===== src/rtl/sample_frame_packer_pkg.sv =====
// Shared types and constants for the sample frame packer: FSM states,
// frame geometry and the bit layout of the downstream control word.
package sample_frame_packer_pkg;

  localparam int DATA_W       = 16;
  localparam int FRAME_LEN    = 10;
  localparam int IDX_W        = 4;
  localparam int SLOT_W       = DATA_W + 1;
  localparam int WORD_W       = 32;

  localparam int AP_START_BIT = 16;
  localparam int EMPTY_N_BIT  = 17;
  localparam int FULL_N_BIT   = 18;

  typedef enum logic [2:0] {
    IDLE       = 3'd0,
    FILL       = 3'd1,
    WAIT_SPACE = 3'd2,
    EMIT       = 3'd3,
    DONE       = 3'd4
  } state_e;

  // Slot layout is {valid, sample}; an invalid (padding) slot carries empty_n = 0.
  function automatic logic [WORD_W-1:0] pack_word(input logic [SLOT_W-1:0] slot);
    logic [WORD_W-1:0] w;
    w               = '0;
    w[DATA_W-1:0]   = slot[DATA_W-1:0];
    w[AP_START_BIT] = 1'b1;
    w[EMPTY_N_BIT]  = slot[DATA_W];
    w[FULL_N_BIT]   = 1'b1;
    return w;
  endfunction

endpackage


===== src/rtl/sample_frame_packer_frame_buf.sv =====
// Frame buffer: DEPTH x W register file, one write port, one async read port,
// and a single-cycle clear of every slot.
module frame_buf #(
  parameter int DEPTH = sample_frame_packer_pkg::FRAME_LEN,
  parameter int W     = sample_frame_packer_pkg::SLOT_W,
  parameter int IW    = sample_frame_packer_pkg::IDX_W
) (
  input  logic          clk,
  input  logic          rst,
  input  logic          wr_en_i,
  input  logic [IW-1:0] wr_idx_i,
  input  logic [W-1:0]  wr_data_i,
  input  logic [IW-1:0] rd_idx_i,
  input  logic          clr_i,
  output logic [W-1:0]  rd_data_o
);

  logic [W-1:0] mem_q [DEPTH];

  // Clear has priority so a frame boundary never leaks a stale valid flag.
  always_ff @(posedge clk) begin
    if (rst || clr_i) begin
      for (int i = 0; i < DEPTH; i++) mem_q[i] <= '0;
    end else if (wr_en_i && (wr_idx_i < IW'(DEPTH))) begin
      mem_q[wr_idx_i] <= wr_data_i;
    end
  end

  assign rd_data_o = (rd_idx_i < IW'(DEPTH)) ? mem_q[rd_idx_i] : '0;

endmodule


===== src/rtl/sample_frame_packer.sv =====
// Collects up to FRAME_LEN samples into a frame, waits for downstream room,
// then bursts the frame as FRAME_LEN gap-free control words.
module sample_frame_packer #(
  parameter int FRAME_LEN = sample_frame_packer_pkg::FRAME_LEN
) (
  input  logic        clk,
  input  logic        rst,
  input  logic [15:0] smp_data,
  input  logic        smp_valid,
  input  logic        smp_last,
  output logic        smp_ready,
  output logic [31:0] pkt_dout,
  output logic        pkt_wr_en,
  input  logic        pkt_full,
  input  logic        pkt_prog_full,
  output logic        busy,
  output logic [15:0] frame_cnt
);
  import sample_frame_packer_pkg::*;

  localparam logic [IDX_W-1:0] LAST_IDX = IDX_W'(FRAME_LEN - 1);

  state_e              state_q;
  logic [IDX_W-1:0]    fill_q;
  logic [IDX_W-1:0]    emit_q;
  logic                rdy_q;
  logic                wr_q;
  logic [WORD_W-1:0]   dout_q;
  logic [15:0]         frame_cnt_q;

  logic                buf_wr;
  logic                buf_clr;
  logic [SLOT_W-1:0]   buf_rd;

  assign buf_wr  = (state_q == FILL) && rdy_q && smp_valid;
  assign buf_clr = (state_q == DONE);

  frame_buf #(
    .DEPTH(FRAME_LEN),
    .W    (SLOT_W),
    .IW   (IDX_W)
  ) u_buf (
    .clk      (clk),
    .rst      (rst),
    .wr_en_i  (buf_wr),
    .wr_idx_i (fill_q),
    .wr_data_i({1'b1, smp_data}),
    .rd_idx_i (emit_q),
    .clr_i    (buf_clr),
    .rd_data_o(buf_rd)
  );

  // Word output and write strobe are registered, so the first word appears
  // one cycle after EMIT is entered and the strobe drops cleanly in DONE.
  always_ff @(posedge clk) begin
    if (rst) begin
      state_q     <= IDLE;
      fill_q      <= '0;
      emit_q      <= '0;
      rdy_q       <= 1'b0;
      wr_q        <= 1'b0;
      dout_q      <= '0;
      frame_cnt_q <= '0;
    end else begin
      wr_q   <= 1'b0;
      dout_q <= '0;
      case (state_q)
        IDLE: begin
          state_q <= FILL;
          rdy_q   <= 1'b1;
        end
        FILL: begin
          if (rdy_q && smp_valid) begin
            fill_q <= fill_q + 1'b1;
            if (smp_last || (fill_q == LAST_IDX)) begin
              state_q <= WAIT_SPACE;
              rdy_q   <= 1'b0;
            end
          end
        end
        WAIT_SPACE: begin
          if (!pkt_prog_full && !pkt_full) begin
            state_q <= EMIT;
            emit_q  <= '0;
          end
        end
        // Overflow during the burst is the producer's contract; never stall here.
        EMIT: begin
          wr_q   <= 1'b1;
          dout_q <= pack_word(buf_rd);
          emit_q <= emit_q + 1'b1;
          if (emit_q == LAST_IDX) state_q <= DONE;
        end
        DONE: begin
          frame_cnt_q <= frame_cnt_q + 16'd1;
          fill_q      <= '0;
          emit_q      <= '0;
          state_q     <= IDLE;
        end
        default: begin
          state_q <= IDLE;
          rdy_q   <= 1'b0;
        end
      endcase
    end
  end

  assign smp_ready = rdy_q;
  assign pkt_wr_en = wr_q;
  assign pkt_dout  = dout_q;
  assign busy      = (state_q != IDLE);
  assign frame_cnt = frame_cnt_q;

endmodule


===== config.mk =====
export PLATFORM = sky130hd
export DESIGN_NAME = sample_frame_packer
export DESIGN_NICKNAME = d
export VERILOG_FILES = /design/src/rtl/sample_frame_packer_pkg.sv /design/src/rtl/sample_frame_packer_frame_buf.sv /design/src/rtl/sample_frame_packer.sv
export SDC_FILE = /design/constraint.sdc
export NUM_CORES = 1
export LEC_CHECK = 0
export ABC_CLOCK_PERIOD_IN_PS = 5300
export CORE_MARGIN = 5
export CORE_UTILIZATION = 45
export CTS_CLUSTER_DIAMETER = 80
export DETAILED_ROUTE_END_ITERATION = 7
export GPL_ROUTABILITY_DRIVEN = 0
export GPL_TIMING_DRIVEN = 1
export PLACE_DENSITY = 0.63
export SLEW_MARGIN = 20
export SYNTH_ARGS = -nofsm -noshare
export SYNTH_HDL_FRONTEND = slang
export SYNTH_SLANG_ARGS = --single-unit

===== constraint.sdc =====
create_clock -name clk -period 5.3 [get_ports clk]
set_input_delay 0.53 -clock clk [delete_from_list [all_inputs] [get_ports clk]]
set_output_delay 0.53 -clock clk [all_outputs]
set_load 0.005 [all_outputs]

==> impl_metrics.toml, run 1 <==
[run_status]
status = "completed"

[drt]
wirelength_um = 28900
dr_wl_met2_um = 13700
routedWlPerCell_um = 19.5
wl_met3_um = 1450
drcViolationCount = 0
topRoutingLayerUsed = "met4"
ant_nets = 0
drt_iter0_drc = 548
vias = 7556
met1_length_um = 13200
drtPass1Iterations = 5
viasPerCell = 5.12

[critical_path]
crit_path_end_kind = "flip-flop"
worstPathArrival_ps = 3300
critPathRequiredTime_ps = 5420
crit_type = "input pin to flip-flop"
crit_fanout = 20
critPathLaunchType = "input pin"

[cts]
cts.sinks = 322
clockBufferDepth = 3
cts_root_buffer = "clkbuf_16"
post_cts.repair.setup_buffers = 0
ctsResizeCount = 0
htreeDepth = 2
ctsHoldBuffers = 0
cts_tree = "yes"
path_clk_slew_ps = 60
cts_buffers = 34
clk_latency_ps = 500

[run]
drv_cap = 0

[floorplanning]
initial_core_util = 0.455
io_pins = 73
rows = 63
die_area_sq_um = 33500
die_w_um = 183
die_y_um = 183
coreArea_sq_um = 29600

[cells_and_area]
final_cell_mix = "edfxtp_1 (272), and2_1 (163), conb_1 (115)"
final_common_cell = "edfxtp_1"
n_antenna_cell = 0
nets = 1089
drive_gt1_frac = 0.109
syn_to_final_growth_pct = 18.7

[sta]
fin_worst_skew_ps = 11.0
slew_headroom = 0.256
fmax_mhz = 314
setup_viol = 0
worst_slew_pin_slew_ps = 1120
whs_ps = 501
setup-tns-final_ps = 0
hold_violations = 0
fin_crit_sh = 0.601
final_max_slew_viol_count = 0
rsz0062_at_grt = "no"
finalCriticalPeriod_ps = 3180

[logic_synthesis]
yosysUniqueCellTypes = 44
synth-main-ff-cell = "edfxtp_1"
synth_edf_count = 272
synth.largest_area_cell = "edfxtp_1"
yosys_warnings = 0
async_flop_share = 0
synth.avg_cell_area_sq_um = 15.0
synth.area.mux_share = 0.120
synth_top_family_by_area = "multiplexers"
synth-compound-area-share = 0.0412
ys_seq_area_frac = 0.682
yosysTopAreaCellShare = 0.607
synth_xor_area_frac = 0.00977
synth_cells = 894
synthAdderAreaFrac = 0.00465
synth-simple-area-share = 0.117
synth_area_leaders = "edfxtp_1 (61%), and2_1 (7.6%), dfxtp_1 (7.4%)"
syn-cell-area_sq_um = 13500
ys_ff_latch = 322

[grt]
antenna_found_initial = 0
grt_max_degree = 60
grt_pass1_vias = 7839
overflow = 0
grt_pass1_wl_um = 44800
grtUsageTotal = 0.173

[power]
sw_frac_of_total = 0.200
p_leak_nw = 5.63
power.density_nw_per_um2 = 334
seqPwrFrac = 0.535
p_sw_mw = 1.07
p_int_mw = 4.27
clockPowerShare = 0.432
irDropWorstVdd_v = 0.000208
p_comb_frac = 0.033

[placement]
dpl.hpwl_um = 17900
io_buffers = 59

[worst_hold_path]
hp-class = "flip-flop to flip-flop"
## power by group through the flow
stage	Clock [mW]	Combinational (mW)	Sequential, mW
6_report	2.30	0.177	2.85
5_1_grt	2.45	0.195	2.86
4_1_cts	2.34	0.177	2.85
3_5_place_dp	0	0.176	2.91
3_3_place_gp	0	0.173	2.90
2_1_floorplan	0	0.109	2.89
## kinds of logic (layout without fill, tap and decap cells)
kind of cell | Yosys count | count (layout)
AOI/OAI and AO/OA | 85 | 85
muxes | 119 | 119
other | 1 | 115
and+or+nand+nor | 276 | 276
DFF | 322 | 322
adders and majority gates | 5 | 5
buffers and inverters | 71 | 150
xor gates and xnor gates | 15 | 15
## metal layers
metal / global-route usage / vias up
li1: - / 3546
met1: 0.249 / 3781
met2: 0.280 / 188
met3: 0.0280 / 41
met4: 0.0423 / 0
met5: 0 / -
## path summary, 6_finish.rpt
kind / slack [ps] / endpoint / from / depth (start not counted)
min: 500 / frame_cnt[1] / frame_cnt[1] / 2
max: 2120 / u_buf.mem_q[0][5] / rst / 6
min reg2reg: 500 / frame_cnt[1] / frame_cnt[1] / 2
max reg2reg: 2120 / u_buf.mem_q[0][5] / state_q[0] / 4
## flip-flops by register name, indices dropped and copies added (netlist names), named ones only
name         count
fill_q           4
u_buf.mem_q    272
state_q          3
smp_ready        1
frame_cnt       16
pkt_dout        18
emit_q           4
## cells in the mapped netlist, drive strengths merged, types with 4 or more instances
cell type    n
ha           5
edfxtp     272
nor2        29
a21oi        8
nand2       38
xnor2        9
nor3         7
clkbuf      32
and2       163
o21ai       18
dfxtp       50
mux4        34
nand4        8
buf         30
a22oi       34
xor2         6
nand3        7
o22ai       17
inv          9
nand2b       4
mux2i       85
## area by class of cell
class	instances	area [sq um]
multi-input cells	615	4430
flip-flops and latches	322	9170
repair buffers	80	756
clock buffers	52	1020
inverters	9	33.8
clock inverters	9	66.3
well taps	390	488
fillers	2471	13600
## metrics by stage
step           instances  total power [mW]  utilization  setup WS (ps)  instance area [sq um]
2_1_floorplan       1008              3.00            -           2410                  13900
3_3_place_gp        1415              3.07        0.502           1820                  14800
3_5_place_dp        1415              3.08        0.503           1620                  14900
4_1_cts             1476              5.37        0.540           2170                  15900
5_1_grt             1477              5.51        0.540           1910                  16000
6_report            1477              5.33        0.540           2120                  16000
## worst max-delay path, cell delays in order
cell	delay, ps
clkdlybuf4s50_1	390
buf_4	200
inv_1	200
nand4_1	390
nor3_2	810
nand2b_1	770
No activity file was read; power rests on OpenSTA's default activity.
==> run 2, diff against run 1 <==
- ABC_CLOCK_PERIOD_IN_PS: 5300 -> 3150
- clock period: 5.3 -> 3.15 ns (I/O delays scaled with it)
==> impl_metrics.toml, run 2 (synthesis results as in run 1) <==
[critical_path]
critPathLaunchType = "flip-flop"
path_cells = "buf_4 -> mux4_2 -> mux2i_1 -> o22ai_1"
critical_path_buf_inv_count = 1
crit_path_end_kind = "flip-flop"
slowest_stage = "dfxtp_2"
slowest_delay_ps = 770
worstPathArrival_ps = 2650
crit_fanout = 20
crit_type = "flip-flop to flip-flop"
critPathRequiredTime_ps = 3510
cp_top_family = "multiplexers"

[worst_hold_path]
hp-class = "flip-flop to flip-flop"

[grt]
antenna_found_initial = 0
grt_pass1_wl_um = 45100
grt_max_degree = 45
grtUsageTotal = 0.174
overflow = 0
grt_pass1_vias = 7863

[placement]
dpl.hpwl_um = 17900
io_buffers = 59
place_area_sq_um = 15000
pre_cts_slack_ps = 682
dp.cells = 1430

[sta]
worst_slew_pin_slew_ps = 1100
fin_worst_skew_ps = 14.5
final_max_slew_viol_count = 0
setup_viol = 0
slew_headroom = 0.262
fmax_mhz = 436
hold_violations = 0
rsz0062_at_grt = "no"
fin_crit_sh = 0.727
whs_ps = 499
setup-tns-final_ps = 0
worst_slack_ps = 859
finalCriticalPeriod_ps = 2290

[drt]
routedWlPerCell_um = 19.1
viasPerCell = 5.12
drt_iter0_drc = 631
dr_wl_met2_um = 14000
ant_nets = 0
topRoutingLayerUsed = "met4"
wl_met3_um = 1610
wirelength_um = 28500
met1_length_um = 12600
drcViolationCount = 0
drtPass1Iterations = 4
vias = 7646

[cells_and_area]
final_core_util = 0.546
syn_to_final_growth_pct = 20.0
fin_cells = 1493
drive_gt1_frac = 0.120
nets = 1104
final_common_cell = "edfxtp_1"
n_antenna_cell = 0
largest_reg_flops = 272
final_cell_mix = "edfxtp_1 (272), and2_1 (163), conb_1 (115)"
largest-register = "u_buf.mem_q"
stdcell_area_sq_um = 16100

[floorplanning]
coreArea_sq_um = 29600
io_pins = 73
die_y_um = 183
die_area_sq_um = 33500
initial_core_util = 0.455
rows = 63
die_w_um = 183

[cts]
ctsResizeCount = 0
cts_tree = "yes"
clockBufferDepth = 3
clk_latency_ps = 500
path_clk_slew_ps = 60
htreeDepth = 2
ctsHoldBuffers = 0
post_cts.repair.setup_buffers = 0
cts_buffers = 35
cts.sinks = 322
cts_root_buffer = "clkbuf_16"

[run]
drv_cap = 0

[power]
p_sw_mw = 1.81
sw_frac_of_total = 0.196
p_int_mw = 7.41
total_power_mw = 9.22
clockPowerShare = 0.446
seqPwrFrac = 0.520
power.density_nw_per_um2 = 571
irDropWorstVdd_v = 0.000324
p_comb_frac = 0.033
p_leak_nw = 5.74

[run_status]
status = "completed"
run 2: changes by cell type in the layout (fill, tap and decap cells not counted), moves of 2 or more:
| cell | delta |
|---|---|
| clkbuf_4 | +3 |
| o21ai_4 | -2 |
| bufinv_16 | +2 |
| o21ai_2 | +2 |
| buf_12 | +2 |
| buf_4 | +13 |
| nor2_2 | -2 |
| clkinv_2 | -2 |
| nor2_1 | +2 |
run 2: power by group through the flow:
stage          clock (mW)  combinational [mW]  sequential [mW]
2_1_floorplan           0               0.183             4.87
3_3_place_gp            0               0.303             4.88
3_5_place_dp            0               0.306             4.89
4_1_cts              4.20               0.307             4.80
5_1_grt              4.41               0.340             4.81
6_report             4.12               0.308             4.80
run 2: cell type report:
cell class | instances | area, sq um
clock inverters | 8 | 113
multi-input cells | 615 | 4400
clock buffers | 55 | 1060
repair buffers | 94 | 878
flip-flops and latches | 322 | 9170
well taps | 390 | 488
inverters | 9 | 33.8
fillers | 2423 | 13400
run 2: routing by layer:
metal,vias up,track usage
li1,3577,-
met1,3821,0.246
met2,208,0.291
met3,40,0.0278
met4,0,0.0343
met5,-,0
run 2: worst min-delay path, delay by kind of cell, from the launching register on:
family	cells	cell delay [ps]
flip-flops	1	320
AO/OA/AOI/OAI	2	130
run 2: final timing paths:
kind / startpoint / slack (ps) / depth (start not counted) / endpoint
worst max-delay path: flip-flop / 860 / 4 / pkt_dout[0]
worst min-delay path: frame_cnt[15] / 500 / 2 / frame_cnt[15]
worst max register to register: flip-flop / 860 / 4 / pkt_dout[0]
worst min register to register: frame_cnt[15] / 500 / 2 / frame_cnt[15]
==> run 3, diff against run 2 <==
- ABC_CLOCK_PERIOD_IN_PS: 3150 -> 2300
- clock period: 3.15 -> 2.3 ns (I/O delays scaled with it)
==> impl_metrics.toml, run 3 (synthesis results as in run 1) <==
[worst_hold_path]
min-delay-start = "pkt_prog_full"
min_path_cells = 4
hp-class = "input pin to flip-flop"

[cells_and_area]
nets = 1113
fin_cells = 1501
largest-register = "u_buf.mem_q"
fill_cells = 2437
largest_reg_flops = 272
drive_gt1_frac = 0.133
stdcell_area_sq_um = 16300
final_common_cell = "edfxtp_1"
n_antenna_cell = 0
final_core_util = 0.553
syn_to_final_growth_pct = 21.5
final_cell_mix = "edfxtp_1 (272), and2_1 (163), conb_1 (115)"

[grt]
grt_pass1_vias = 7769
grt_pass1_wl_um = 43500
antenna_found_initial = 0
grtUsageTotal = 0.169
grt_max_degree = 39
overflow = 0

[critical_path]
crit_type = "flip-flop to flip-flop"
critPathRequiredTime_ps = 2730
critPathLaunchType = "flip-flop"
crit_fanout = 6
r2r_cells = 4
worstPathArrival_ps = 2450
cp-startpoint = "state_q[2]"
crit_path_end_kind = "flip-flop"
r2r-start = "state_q[2]"

[sta]
fin_crit_sh = 0.881
whs_ps = 461
finalCriticalPeriod_ps = 2030
slew_headroom = 0.550
setup-tns-final_ps = 0
worst_slack_ps = 273
final_max_slew_viol_count = 0
rsz0062_at_grt = "no"
fin_worst_skew_ps = 14.2
hold_violations = 0
setup_viol = 0
worst_slew_pin_slew_ps = 675
fmax_mhz = 493

[drt]
ant_nets = 0
vias = 7622
drcViolationCount = 0
drt_iter0_drc = 493
wirelength_um = 28000
drtPass1Iterations = 5
routedWlPerCell_um = 18.7
viasPerCell = 5.08

[cts]
cts_root_buffer = "clkbuf_16"
cts_buffers = 35
clockBufferDepth = 3
ctsResizeCount = 0
clk_latency_ps = 500
cts_tree = "yes"
ctsHoldBuffers = 0
htreeDepth = 2
post_cts.repair.setup_buffers = 0
path_clk_slew_ps = 60
cts.sinks = 322

[power]
power.density_nw_per_um2 = 762
irDropWorstVdd_v = 0.000427
p_comb_frac = 0.036
p_sw_mw = 2.48
p_leak_nw = 5.83
clockPowerShare = 0.437
p_int_mw = 9.98
sw_frac_of_total = 0.199
seqPwrFrac = 0.527
total_power_mw = 12.5

[floorplanning]
coreArea_sq_um = 29600
die_y_um = 183
rows = 63
initial_core_util = 0.455
die_w_um = 183
die_area_sq_um = 33500
io_pins = 73

[placement]
dp.cells = 1439
io_buffers = 59
dpl.hpwl_um = 18000
place_area_sq_um = 15200
pre_cts_slack_ps = 23.1

[run_status]
status = "completed"

[run]
drv_cap = 0
[run 3: changes by cell type in the layout (fill, tap and decap cells not counted), moves of 2 or more]
| cell | previous run | this run |
|---|---|---|
| clkbuf_8 | 3 | 9 |
| buf_4 | 33 | 30 |
| clkinv_2 | 3 | 5 |
| clkbuf_4 | 3 | 0 |
| clkbuf_1 | 11 | 6 |
| buf_12 | 2 | 14 |
| bufinv_16 | 3 | 0 |
[run 3: power groups by stage]
| stage | logic (mW) | clock network [mW] | registers (mW) |
|---|---|---|---|
| global route | 0.501 | 5.81 | 6.58 |
| finish | 0.454 | 5.45 | 6.56 |
| floorplan | 0.252 | 0 | 6.66 |
| CTS | 0.456 | 5.58 | 6.56 |
| detailed placement | 0.454 | 0 | 6.69 |
| global placement | 0.451 | 0 | 6.68 |
[run 3: cell type report]
type	count	area, sq um	area share
flip-flops and latches	322	9170	0.561
multi-input cells	615	4410	0.270
inverters	9	33.8	0.00207
clock buffers	53	1100	0.0671
clock inverters	9	51.3	0.00314
well taps	390	488	0.0298
repair buffers	103	1100	0.0670
[run 3: final timing paths]
check	end	slack, ps
worst max-delay path	frame_cnt[15]	270
worst min-delay path	state_q[0]	460
worst max register to register	frame_cnt[15]	270
worst min register to register	frame_cnt[15]	480
[run 3: worst max-delay path: stages, from the launching register on]
cell,delay (ps)
dfxtp_1,430
or3b_1,430
or4_4,600
or3_1,360
a21oi_1,130
[run 3: per-layer routing]
metal / share of wire / vias up / GRT usage / wire length, um
met5: 0 / - / 0 / 0
met4: 0.016 / 0 / 0.0387 / 439
met3: 0.049 / 36 / 0.0264 / 1360
met2: 0.50 / 191 / 0.293 / 14000
met1: 0.44 / 3798 / 0.227 / 12200
li1: - / 3597 / - / -
